`src/rtl/ysyx_exu_sys_pkg.sv`:
```
// Shared definitions for the EXU system-instruction sequencer: widths,
// SYS_* op encodings, CSR addresses, MSTATUS bit positions.
package ysyx_exu_sys_pkg;

  localparam int unsigned YSYX_W_WIDTH = 32;
  localparam int unsigned BIT_W        = YSYX_W_WIDTH;
  localparam int unsigned R_W          = 12;
  localparam int unsigned OP_W         = 3;

  // System op encodings from dispatch
  localparam logic [OP_W-1:0] SYS_CSRRW = 3'd1;
  localparam logic [OP_W-1:0] SYS_CSRRS = 3'd2;
  localparam logic [OP_W-1:0] SYS_CSRRC = 3'd3;
  localparam logic [OP_W-1:0] SYS_ECALL = 3'd4;
  localparam logic [OP_W-1:0] SYS_MRET  = 3'd5;

  // Machine-mode CSR addresses touched directly by this block
  localparam logic [R_W-1:0] CSR_MSTATUS = 12'h300;
  localparam logic [R_W-1:0] CSR_MEPC    = 12'h341;
  localparam logic [R_W-1:0] CSR_MCAUSE  = 12'h342;

  localparam int unsigned MSTATUS_MIE  = 3;
  localparam int unsigned MSTATUS_MPIE = 7;

  localparam logic [BIT_W-1:0] MCAUSE_ECALL = BIT_W'(11);

  // Instruction captured from dispatch on accept
  typedef struct packed {
    logic [OP_W-1:0]  op;
    logic [BIT_W-1:0] pc;
    logic [R_W-1:0]   addr;
    logic [BIT_W-1:0] src;
    logic             src_zero;
  } sys_req_t;

  // MSTATUS after MRET: MIE <- MPIE, MPIE <- 1
  function automatic logic [BIT_W-1:0] mret_mstatus(input logic [BIT_W-1:0] old);
    logic [BIT_W-1:0] m;
    m               = old;
    m[MSTATUS_MIE]  = old[MSTATUS_MPIE];
    m[MSTATUS_MPIE] = 1'b1;
    return m;
  endfunction

endpackage

```
`src/rtl/ysyx_exu_sys_alu.sv`:
```
// Combinational CSR read-modify-write and PC-redirect computation.
module ysyx_exu_sys_alu
  import ysyx_exu_sys_pkg::*;
(
  input  logic [OP_W-1:0]  op,
  input  logic [BIT_W-1:0] old,
  input  logic [BIT_W-1:0] src,
  input  logic             src_zero,
  input  logic [BIT_W-1:0] pc,
  input  logic [BIT_W-1:0] mtvec,
  input  logic [BIT_W-1:0] mepc,
  output logic [BIT_W-1:0] wdata,
  output logic [BIT_W-1:0] wdata_add1,
  output logic             wen,
  output logic [BIT_W-1:0] rd,
  output logic [BIT_W-1:0] npc,
  output logic             redirect
);

  // Per-op write data, enable, rd result and next PC
  always_comb begin
    wdata      = '0;
    wdata_add1 = '0;
    wen        = 1'b0;
    rd         = '0;
    npc        = pc + BIT_W'(4);
    redirect   = 1'b0;
    case (op)
      SYS_CSRRW: begin
        wdata = src;
        wen   = 1'b1;
        rd    = old;
      end
      SYS_CSRRS: begin
        wdata = old | src;
        wen   = !src_zero;
        rd    = old;
      end
      SYS_CSRRC: begin
        wdata = old & ~src;
        wen   = !src_zero;
        rd    = old;
      end
      SYS_ECALL: begin
        wdata      = pc;
        wdata_add1 = MCAUSE_ECALL;
        wen        = 1'b1;
        npc        = mtvec;
        redirect   = 1'b1;
      end
      SYS_MRET: begin
        wdata    = mret_mstatus(old);
        wen      = 1'b1;
        npc      = mepc;
        redirect = 1'b1;
      end
      default: ;
    endcase
  end

endmodule

```
`src/rtl/ysyx_exu_sys.sv`:
```
// EXU system-instruction sequencer: IDLE -> EXEC (one CSR-file strobe) -> RESP.
module ysyx_exu_sys
  import ysyx_exu_sys_pkg::*;
(
  input  logic             clk,
  input  logic             rst,
  input  logic             in_valid,
  output logic             in_ready,
  input  logic [OP_W-1:0]  in_op,
  input  logic [BIT_W-1:0] in_pc,
  input  logic [R_W-1:0]   in_csr_addr,
  input  logic [BIT_W-1:0] in_src,
  input  logic             in_src_zero,
  input  logic [BIT_W-1:0] csr_rdata,
  input  logic [BIT_W-1:0] csr_mtvec,
  input  logic [BIT_W-1:0] csr_mepc,
  output logic             csr_exu_valid,
  output logic             csr_wen,
  output logic             csr_ecallen,
  output logic [R_W-1:0]   csr_waddr,
  output logic [BIT_W-1:0] csr_wdata,
  output logic [R_W-1:0]   csr_waddr_add1,
  output logic [BIT_W-1:0] csr_wdata_add1,
  output logic             out_valid,
  input  logic             out_ready,
  output logic [BIT_W-1:0] out_rd_data,
  output logic             out_redirect,
  output logic [BIT_W-1:0] out_npc
);

  typedef enum logic [1:0] {
    S_IDLE = 2'd0,
    S_EXEC = 2'd1,
    S_RESP = 2'd2
  } state_t;

  state_t   state_q, state_d;
  sys_req_t req_q;
  logic     accept;

  logic [BIT_W-1:0] alu_wdata, alu_wdata_add1, alu_rd, alu_npc;
  logic             alu_wen, alu_redirect;

  ysyx_exu_sys_alu u_alu (
    .op         (req_q.op),
    .old        (csr_rdata),
    .src        (req_q.src),
    .src_zero   (req_q.src_zero),
    .pc         (req_q.pc),
    .mtvec      (csr_mtvec),
    .mepc       (csr_mepc),
    .wdata      (alu_wdata),
    .wdata_add1 (alu_wdata_add1),
    .wen        (alu_wen),
    .rd         (alu_rd),
    .npc        (alu_npc),
    .redirect   (alu_redirect)
  );

  // State register
  always_ff @(posedge clk or posedge rst) begin
    if (rst) state_q <= S_IDLE;
    else     state_q <= state_d;
  end

  // Next state, handshakes and CSR-file port (live only in EXEC so reset drops it at once)
  always_comb begin
    state_d        = state_q;
    accept         = 1'b0;
    in_ready       = 1'b0;
    out_valid      = 1'b0;
    csr_exu_valid  = 1'b0;
    csr_wen        = 1'b0;
    csr_ecallen    = 1'b0;
    csr_waddr      = '0;
    csr_wdata      = '0;
    csr_waddr_add1 = '0;
    csr_wdata_add1 = '0;
    case (state_q)
      S_IDLE: begin
        in_ready = 1'b1;
        if (in_valid) begin
          accept  = 1'b1;
          state_d = S_EXEC;
        end
      end
      S_EXEC: begin
        csr_exu_valid  = 1'b1;
        csr_wen        = alu_wen;
        csr_wdata      = alu_wdata;
        csr_wdata_add1 = alu_wdata_add1;
        case (req_q.op)
          SYS_CSRRW, SYS_CSRRS, SYS_CSRRC: csr_waddr = req_q.addr;
          SYS_ECALL: begin
            csr_waddr      = CSR_MEPC;
            csr_waddr_add1 = CSR_MCAUSE;
            csr_ecallen    = 1'b1;
          end
          SYS_MRET: csr_waddr = CSR_MSTATUS;
          default: ;
        endcase
        state_d = S_RESP;
      end
      S_RESP: begin
        out_valid = 1'b1;
        if (out_ready) state_d = S_IDLE;
      end
      default: state_d = S_IDLE;
    endcase
  end

  // Instruction capture on accept; result capture at the end of EXEC
  always_ff @(posedge clk or posedge rst) begin
    if (rst) begin
      req_q        <= '0;
      out_rd_data  <= '0;
      out_npc      <= '0;
      out_redirect <= 1'b0;
    end else begin
      if (accept) begin
        req_q.op       <= in_op;
        req_q.pc       <= in_pc;
        req_q.addr     <= in_csr_addr;
        req_q.src      <= in_src;
        req_q.src_zero <= in_src_zero;
      end
      if (state_q == S_EXEC) begin
        out_rd_data  <= alu_rd;
        out_npc      <= alu_npc;
        out_redirect <= alu_redirect;
      end
    end
  end

endmodule

```
`config.mk`:
```
export PLATFORM = sky130hd
export DESIGN_NAME = ysyx_exu_sys
export DESIGN_NICKNAME = d
export VERILOG_FILES = /design/src/rtl/ysyx_exu_sys_pkg.sv /design/src/rtl/ysyx_exu_sys_alu.sv /design/src/rtl/ysyx_exu_sys.sv
export SDC_FILE = /design/constraint.sdc
export NUM_CORES = 1
export LEC_CHECK = 0
export ABC_CLOCK_PERIOD_IN_PS = 4500
export BUFFER_PORTS_ARGS = -buffer_cell sky130_fd_sc_hd__buf_2
export CORE_MARGIN = 2
export CORE_UTILIZATION = 45
export DETAILED_ROUTE_END_ITERATION = 6
export PLACE_DENSITY = 0.85
export SKIP_LAST_GASP = 1
export SLEW_MARGIN = 5
export SYNTH_ARGS = -nofsm -noshare
export SYNTH_HDL_FRONTEND = slang
export SYNTH_SLANG_ARGS = --single-unit
```
`constraint.sdc`:
```
create_clock -name clk -period 4.5 [get_ports clk]
set_input_delay 0.9 -clock clk [delete_from_list [all_inputs] [get_ports clk]]
set_output_delay 0.9 -clock clk [all_outputs]
set_load 0.01 [all_outputs]
```
==> run metrics, run 1 <==
minimum clock period 3730 ps; Starting Density 0.455; Layout Skew 11.9 ps; Rows 50; Slew Limit Fails 0; CTS tree built; core area 18,600 µm²; most frequent cells in the layout buf_2 (300), dfrtp_1 (144), mux2_2 (107); DR pass1 iterations 5; Routed Wire Length 26.0 mm; yosys warns 0; CTS resizes 0; startpoint types flop; Overall Global Routing Usage 0.260; Area contributors post-synth dfrtp_1 (44%), mux2_2 (14%), mux2i_1 (7.5%), buf_4 (3.9%), a22o_1 (3.8%); Post-Synthesis Cell Area 8450 µm²; H-tree depth 4; GPL Wtd Cong 0.857; number of synthesized flops with an enable pin 0; Critical Path End Type primary output; Post-DP HPWL 18.4 mm; Die Area 19,900 µm²; Rel. slew slack 0.227; FF-to-FF setup slack 1950 ps; routed wire length per instance 19.3 µm; DR vias 7,425; diode count 0; clk buf depth 2; fin area 10,500 µm²; pin count of the biggest net entering global routing 148; Remaining DRCs 0; post-layout util 0.567; post-synthesis sequential area ratio 0.435; RSZ-0062 raised after global routing false; Worst-Margin Slew 1150 ps; Mapped Cells 834; CTS buffer count 17; PortBufs 300; Hold Startpoint out_npc[4]$_DFFE_PP0P_; ANT nets after route 0; Avg Cell Area, Syn 10.1 µm²; initial antenna violation count 0; RR Startpoint req_q[77]$_DFFE_PP0P_; Pwr Total 7.73 mW; Place WS 1230 ps; Initial DRC Count 448; fin nets 1,277; CTS Hold Buffers Added 0; MaxCap Viol Count 0; CP Class reg2out; Cell Area, Placed 9940 µm²; vias in the first global route 7,435; final setup TNS 0 ps; count of final hold-check violations 0; Setup-failing EPs final 0; cell accounting for the most synthesized area dfrtp_1; Yosys reg bits 147; most common cell after layout, fill and taps aside buf_2; Die H 141 µm; first-pass GRT wire length 40.5 mm; area share of the largest cell type after synthesis 0.435; final worst setup slack 769 ps; crit-path max FO 23; Setup Fix Bufs, Post-CTS 0; worst min-delay path class reg2reg; status complete, no violations; asr flop ratio synth 1.00; width of the die 141 µm; Worst EP required 3600 ps; Worst-Skew Late Latency 420 ps; post-synth cell types 49; Critical Path, Cell by Cell buf_4 -> nor2b_2 -> buf_4 -> a22oi_1 -> nor2_1 -> a21oi_1 -> nor2_1 -> buf_2; Area growth, synth to finish 24.7%; GRT overflow 0; layout cells sized above 1 0.422; vias per inst 5.53; root buf cell clkbuf_16; fin crit share 0.829; clock tree sinks 147; Worst EP arrival 2830 ps; Largest stage delay, worst path 620 ps; maximum vdd drop 0.365 mV; clk slew on worst S/H paths 70 ps; worst setup path startpoint req_q[79]$_DFFE_PP0P_; slowest CP cell dfrtp_2; fmax 268 MHz; leakage power 5.34 nW; main flop type after synthesis dfrtp_1; Power Density 733 nW/µm²; IO Count 338
## cells in the mapped netlist, types with 2 or more instances
master / count
a21o_1: 2
a21oi_1: 46
a22o_1: 37
a22oi_1: 25
a31oi_1: 2
and2_1: 11
and3_1: 7
and4_1: 2
buf_1: 11
buf_2: 7
buf_4: 44
clkbuf_1: 42
dfrtp_1: 147
inv_1: 31
mux2_2: 107
mux2i_1: 63
nand2_1: 54
nand2b_1: 4
nand3_1: 15
nand4_1: 8
nor2_1: 71
nor2b_1: 3
nor3_1: 4
nor4_1: 5
o21ai_0: 21
o221ai_1: 16
o22a_1: 5
or3_1: 2
xnor2_1: 11
xor2_1: 12
## layout make-up
cell class              instances  area (µm²)
fillers                      1616        8040
multi-input cells             586        4230
flip-flops and latches        147        3680
repair buffers                312        1600
clock buffers                  17         425
well taps                     234         293
clock inverters                15         176
inverters                      32         124
## worst max-delay path: cells and delay by family, from the launching register on
kind / cells / cell delay (ps)
buf+inv: 3 / 870
simple gates: 3 / 720
flops: 1 / 620
compound gates: 2 / 190
## registers in the layout (all words and copies together) (netlist names)
register	flops
req_q	80
out_redirect	1
out_rd_data	32
out_npc	32
state_q	2
## where the power goes
part,switching [mW],internal (mW)
logic,1.81,1.68
clock network,0.669,0.799
registers,0.788,1.98
total,3.27,4.46
## final timing paths
check	to	cells past startpoint
min in group asynchronous	req_q[45]$_DFFE_PP0P_	3
min	out_npc[4]$_DFFE_PP0P_	2
max reg2reg	out_rd_data[12]$_DFFE_PP0P_	4
max in group asynchronous	req_q[77]$_DFFE_PP0P_	3
max	csr_wdata[5]	8
min reg2reg	out_npc[4]$_DFFE_PP0P_	2
## kinds of logic after synthesis
group	after synthesis	synth area share
adders and majority gates	1	0.00148
and+or+nand+nor	197	0.110
DFF	147	0.435
muxes	170	0.217
buffers and inverters	137	0.0823
AOI/OAI and AO/OA	158	0.130
xor gates and xnor gates	23	0.0238
other	1	0.000444
## routing by layer
metal	vias to the layer above	GRT usage	wire, µm
met5	-	0	0
met4	0	0.0942	646
met3	51	0.0567	1550
met2	309	0.435	12900
met1	3668	0.334	10900
li1	3397	-	-
## metrics by stage
| stage | hold WS (ps) | std cells |
|---|---|---|
| floorplan | 472 | 870 |
| global placement | 462 | 1311 |
| detailed placement | 468 | 1311 |
| CTS | 483 | 1343 |
| global route | 511 | 1343 |
| finish | 475 | 1343 |
No activity file was read; power rests on OpenSTA's default activity.
==> inputs of run 2 (changes only) <==
--- a/config.mk
+++ b/config.mk
@@ -5,12 +5,13 @@
 export SDC_FILE = /design/constraint.sdc
 export NUM_CORES = 1
 export LEC_CHECK = 0
-export ABC_CLOCK_PERIOD_IN_PS = 4500
+export ABC_AREA = 1
+export ABC_CLOCK_PERIOD_IN_PS = 3890
 export BUFFER_PORTS_ARGS = -buffer_cell sky130_fd_sc_hd__buf_2
 export CORE_MARGIN = 2
-export CORE_UTILIZATION = 45
+export CORE_UTILIZATION = 49
 export DETAILED_ROUTE_END_ITERATION = 6
-export PLACE_DENSITY = 0.85
+export PLACE_DENSITY = 0.88
 export SKIP_LAST_GASP = 1
 export SLEW_MARGIN = 5
 export SYNTH_ARGS = -nofsm -noshare
==> constraint.sdc (replaced) <==
create_clock -name clk -period 3.89 [get_ports clk]
set_input_delay 0.778 -clock clk [delete_from_list [all_inputs] [get_ports clk]]
set_output_delay 0.778 -clock clk [all_outputs]
set_load 0.01 [all_outputs]
==> run 2 against run 1 <==
  * Design area decreased by 4.2%
  * Setup slack got worse by 320 ps
  * Clock-buffer cell count increased by 2
  * Power increased by 1.1%
  * Hold slack got worse by 3.6 ps
  * Largest cell class unchanged
  * Largest power group unchanged
==> run metrics, run 2 <==
RR Startpoint req_q[79]$_DFFE_PP0P_; Die H 133 µm; fin crit share 0.884; worst min-delay path class reg2reg; CTS Hold Buffers Added 0; H-tree depth 4; Starting Density 0.506; routed wire length per instance 16.1 µm; Worst-Margin Slew 918 ps; cell count after placement 1,587; worst reg2reg path endpoint out_npc[5]$_DFFE_PP0P_; minimum clock period 3440 ps; Largest Register req_q; crit-path max FO 30; Worst EP arrival 2660 ps; Remaining DRCs 0; maximum vdd drop 0.499 mV; first-pass GRT wire length 41.0 mm; clk buf depth 2; GRT overflow 0; most frequent cell after synthesis nand2_1; root buf cell clkbuf_16; CTS tree built; final setup TNS 0 ps; Setup Fix Bufs, Post-CTS 0; Rows 46; area share of the largest cell type after synthesis 0.455; clock tree sinks 147; Avg Cell Area, Syn 7.18 µm²; RSZ-0062 raised after global routing false; Hold Startpoint out_rd_data[30]$_DFFE_PP0P_; CTS resizes 0; GPL Wtd Cong 0.894; DR pass1 iterations 6; width of the die 133 µm; Yosys reg bits 147; Post-DP HPWL 19.1 mm; Largest stage delay, worst path 490 ps; met3 wire len 2.32 mm; fin nets 1,571; Critical Path End Type primary output; Area growth, synth to finish 24.8%; Post-Synthesis Cell Area 8090 µm²; Setup-failing EPs final 0; fmax 291 MHz; crit path buf inv count 2; WP depth 7; Layout fillers 1,421; most common cell after layout, fill and taps aside nand2_1; most frequent cells in the layout nand2_1 (415), buf_2 (300), dfrtp_1 (147); slowest CP cell nand2_2; Cell Count, Final, Fillers Out 1,619; Overall Global Routing Usage 0.296; IO Count 338; CTS buffer count 17; Routed met2 length 12.6 mm; count of final hold-check violations 0; Die Area 17,600 µm²; Pwr Total 7.82 mW; cell accounting for the most synthesized area dfrtp_1; core area 16,000 µm²; reg2reg path depth 7; post-layout util 0.631; asr flop ratio synth 1.00; startpoint types flop; ANT nets after route 0; Worst EP required 3110 ps; Mapped Cells 1,127; delay-heaviest family, CP simple AND/OR/NAND/NOR gates; post-synth cell types 26; most frequent cells after synthesis nand2_1 (417), dfrtp_1 (147), nor2_1 (102); layout cells sized above 1 0.264; yosys warns 0; M1 wire length 9.83 mm; Largest regs req_q x80, out_npc x32, out_rd_data x32; Routed Wire Length 26.0 mm; Worst-Skew Late Latency 420 ps; FF-to-FF setup slack 1330 ps; highest metal used met4; post-synthesis sequential area ratio 0.455; initial antenna violation count 1; clk slew on worst S/H paths 60 ps; Slew Limit Fails 0; DR vias 8,703; hold depth 2; leakage power 5.23 nW; Rel. slew slack 0.388; Cell Area, Placed 9500 µm²; Critical Path, Cell by Cell inv_2 -> nor2_2 -> nand2_1 -> nand2_2 -> o21ai_0 -> a31oi_1 -> buf_2; fin area 10,100 µm²; status complete, no violations; PortBufs 300; main flop type after synthesis dfrtp_1; Power Density 774 nW/µm²; CP Class reg2out; Initial DRC Count 824; vias in the first global route 8,039; pin count of the biggest net entering global routing 148; vias per inst 5.38; hold endpoint out_rd_data[30]$_DFFE_PP0P_; Area contributors post-synth dfrtp_1 (45%), nand2_1 (19%), o21ai_0 (5.2%), buf_4 (4.9%), nor2_1 (4.7%); Layout Skew 7.44 ps; MaxCap Viol Count 0; number of synthesized flops with an enable pin 0; max reg flops 80
## run 2: cell count changes after synthesis, sizes merged, moves of 16 or more
cell and delta:
nand2 +368, mux2 -107, o21ai +75, mux2i -63, nand3 +54, nor2 +43
a22o -37, a31oi +34, inv +30, a22oi -25, a21oi +18, clkbuf -17
o221ai -16
## run 2: metrics by stage
step / setup WS (ps) / hold slack, ps
after floorplan: 1260 / 449
after global placement: 854 / 458
after detailed placement: 704 / 461
after CTS: 206 / 477
after global routing: 241 / 496
final: 451 / 472
## run 2: routing by layer
layer	GRT usage	vias up
met1	0.364	3978
met3	0.0533	82
met2	0.495	574
met5	0	-
li1	-	4069
met4	0.161	0
## run 2: worst max-delay path by stage
| stage | from | to |
|---|---|---|
| floorplan | rst | out_npc[0]$_DFFE_PP0P_ |
| finish | req_q[79]$_DFFE_PP0P_ | csr_wdata[23] |
| CTS | req_q[79]$_DFFE_PP0P_ | csr_wdata[17] |
| global placement | req_q[78]$_DFFE_PP0P_ | csr_wdata[25] |
| global route | req_q[79]$_DFFE_PP0P_ | csr_wdata[28] |
| detailed placement | req_q[79]$_DFFE_PP0P_ | csr_wdata[17] |
## run 2: layout make-up
cell class / instances / area, µm² / area share
antenna: 1 / 2.50 / 0.000248
clock buffer: 19 / 433 / 0.0429
sequential: 147 / 3680 / 0.364
timing repair buffer: 310 / 1600 / 0.159
multi-input combinational: 853 / 3720 / 0.368
clock inverter: 12 / 159 / 0.0157
tap: 216 / 270 / 0.0268
inverter: 61 / 235 / 0.0233
## run 2: kinds of logic after synthesis
logic type,after synthesis,synth area share
buffers and inverters,163,0.104
xor gates and xnor gates,1,0.00108
DFF,147,0.455
AOI/OAI and AO/OA,202,0.132
other,1,0.000463
and+or+nand+nor,612,0.306
adders and majority gates,1,0.00155
## run 2: where the power goes
group | internal [mW] | switching (mW) | total, mW
clock network | 1.01 | 0.641 | 1.65
registers | 2.22 | 0.638 | 2.86
logic | 1.10 | 2.21 | 3.31
total | 4.33 | 3.49 | 7.82
## run 2: tightest hold or removal path, cell delays in order (launching register included)
cell     delay, ps
dfrtp_1        330
nand2_1         50
nand2_1         60
==> inputs of run 3 (changes only) <==
--- a/config.mk
+++ b/config.mk
@@ -8,8 +8,10 @@
 export ABC_AREA = 1
 export ABC_CLOCK_PERIOD_IN_PS = 3890
 export BUFFER_PORTS_ARGS = -buffer_cell sky130_fd_sc_hd__buf_2
+export CORE_ASPECT_RATIO = 1.5
 export CORE_MARGIN = 2
 export CORE_UTILIZATION = 49
+export CTS_CLUSTER_DIAMETER = 30
 export DETAILED_ROUTE_END_ITERATION = 6
 export PLACE_DENSITY = 0.88
 export SKIP_LAST_GASP = 1
==> run 3 against run 2 <==
  * The flow now finishes with violations (DRC)
  * Setup slack got worse by 2.8 ps
  * Via count increased by 0.54%
  * Hold slack improved by 5.2 ps
  * Combinational power about the same
  * Routed wire length increased by 6.8%
  * Sequential power increased by 2%
  * Die area increased by 0.12%
  * Highest routed layer unchanged
==> run metrics, run 3 (synthesis results as in run 2) <==
Die Area 17,600 µm²; grt peak-use layer met2; PortBufs 300; Power Density 775 nW/µm²; root buf cell clkbuf_16; worst setup path startpoint req_q[79]$_DFFE_PP0P_; ANT nets after route 0; final setup TNS 0 ps; Post-DP HPWL 20.8 mm; pin count of the biggest net entering global routing 91; layout cells sized above 1 0.267; worst min-delay path class reg2reg; DR pass1 iterations 7; most common cell after layout, fill and taps aside nand2_1; core area 16,200 µm²; max reg flops 80; Critical Path End Type primary output; startpoint types flop; Rows 57; RR Startpoint req_q[79]$_DFFE_PP0P_; GRT overflow 0; minimum clock period 3440 ps; first-pass GRT wire length 43.9 mm; Starting Density 0.500; MaxCap Viol Count 0; clk buf depth 2; IO Count 338; Setup Fix Bufs, Post-CTS 0; count of final hold-check violations 0; Place WS 820 ps; M1 GR Usage 0.381; Initial DRC Count 583; fin nets 1,573; Overall Global Routing Usage 0.329; CTS tree built; fmax 291 MHz; post-layout util 0.624; Worst-Margin Slew 811 ps; DR vias 8,750; routed wire length per instance 17.2 µm; Largest Register req_q; width of the die 109 µm; leakage power 5.25 nW; final worst setup slack 449 ps; met3 Resource Use GR 0.0795; Setup-failing EPs final 0; H-tree depth 4; Worst-Skew Late Latency 430 ps; clock tree sinks 147; met2 Use GR 0.520; Pwr Total 7.82 mW; Area growth, synth to finish 24.8%; fin area 10,100 µm²; Cell Area, Placed 9520 µm²; maximum vdd drop 0.380 mV; RSZ-0062 raised after global routing false; failing checks DRC; vias per inst 5.41; Rel. slew slack 0.458; fin crit share 0.885; clk slew on worst S/H paths 70 ps; Slew Limit Fails 0; CTS buffer count 17; CP Class reg2out; Routed Wire Length 27.8 mm; crit-path max FO 32; GPL Wtd Cong 0.950; status finished, violations left; most frequent cells in the layout nand2_1 (415), buf_2 (300), dfrtp_1 (147); Layout fillers 1,467; initial antenna violation count 5; Worst EP required 3110 ps; Worst EP arrival 2660 ps; Die H 161 µm; Layout Skew 9.91 ps; Largest regs req_q x80, out_npc x32, out_rd_data x32; Remaining DRCs 5; vias in the first global route 8,484; Hold Startpoint out_rd_data[22]$_DFFE_PP0P_
[run 3: changes by cell type in the layout (fill, tap and decap cells not counted)]
cell        before  now
buf_4            8    9
bufinv_16        3    0
diode_2          1    6
clkinvlp_4       6    3
inv_8            0    5
buf_12           2    3
clkinv_4         2    3
clkbuf_1         2    0
inv_6            1    4
[run 3: worst max-delay path, stage by stage (launching register included)]
cell	delay, ps
dfrtp_1	420
inv_2	100
nor2_2	400
nand2_1	240
inv_2	520
nand2_1	130
a31oi_1	230
buf_2	170
[run 3: what timing repair did]
| action | CTS | global route |
|---|---|---|
| endpoints found under the setup margin | 0 | 5 |
| gates resized for setup | 0 | 1 |
| hold buffers | 0 | 0 |
[run 3: worst paths after layout]
| kind | to | slack, ps | cells past startpoint |
|---|---|---|---|
| worst min-delay path | out_rd_data[22]$_DFFE_PP0P_ | 480 | 2 |
| worst min register to register | out_rd_data[22]$_DFFE_PP0P_ | 480 | 2 |
| worst max register to register | out_npc[17]$_DFFE_PP0P_ | 1340 | 7 |
| max in group asynchronous | req_q[3]$_DFFE_PP0P_ | 2570 | 3 |
| worst max-delay path | csr_wdata[21] | 450 | 7 |
| min in group asynchronous | out_rd_data[15]$_DFFE_PP0P_ | 500 | 2 |
[run 3: power breakdown]
| group | total (mW) | internal, mW | switching (mW) | leakage [nW] |
|---|---|---|---|---|
| clock | 1.58 | 0.846 | 0.731 | 0.274 |
| combinational | 3.34 | 1.11 | 2.23 | 3.17 |
| sequential | 2.91 | 2.22 | 0.694 | 1.81 |
[run 3: cell type report]
| class | count | area [µm²] | area share |
|---|---|---|---|
| diodes | 6 | 15.0 | 0.00149 |
| clock buffers | 17 | 425 | 0.0421 |
| multi-input cells | 853 | 3720 | 0.368 |
| repair buffers | 312 | 1630 | 0.161 |
| well taps | 206 | 258 | 0.0255 |
| inverters | 61 | 235 | 0.0233 |
| clock inverters | 15 | 138 | 0.0136 |
| flip-flops and latches | 147 | 3680 | 0.364 |
[run 3: stage by stage]
stage               cells  hold slack, ps
floorplan            1163             449
global placement     1579             458
detailed placement   1579             460
CTS                  1611             478
global route         1616             512
finish               1617             477
[run 3: metal layers]
layer / wire [µm] / vias up
li1: - / 4074
met1: 9770 / 4031
met2: 13400 / 504
met3: 2420 / 141
met4: 2260 / 0
met5: 0 / -
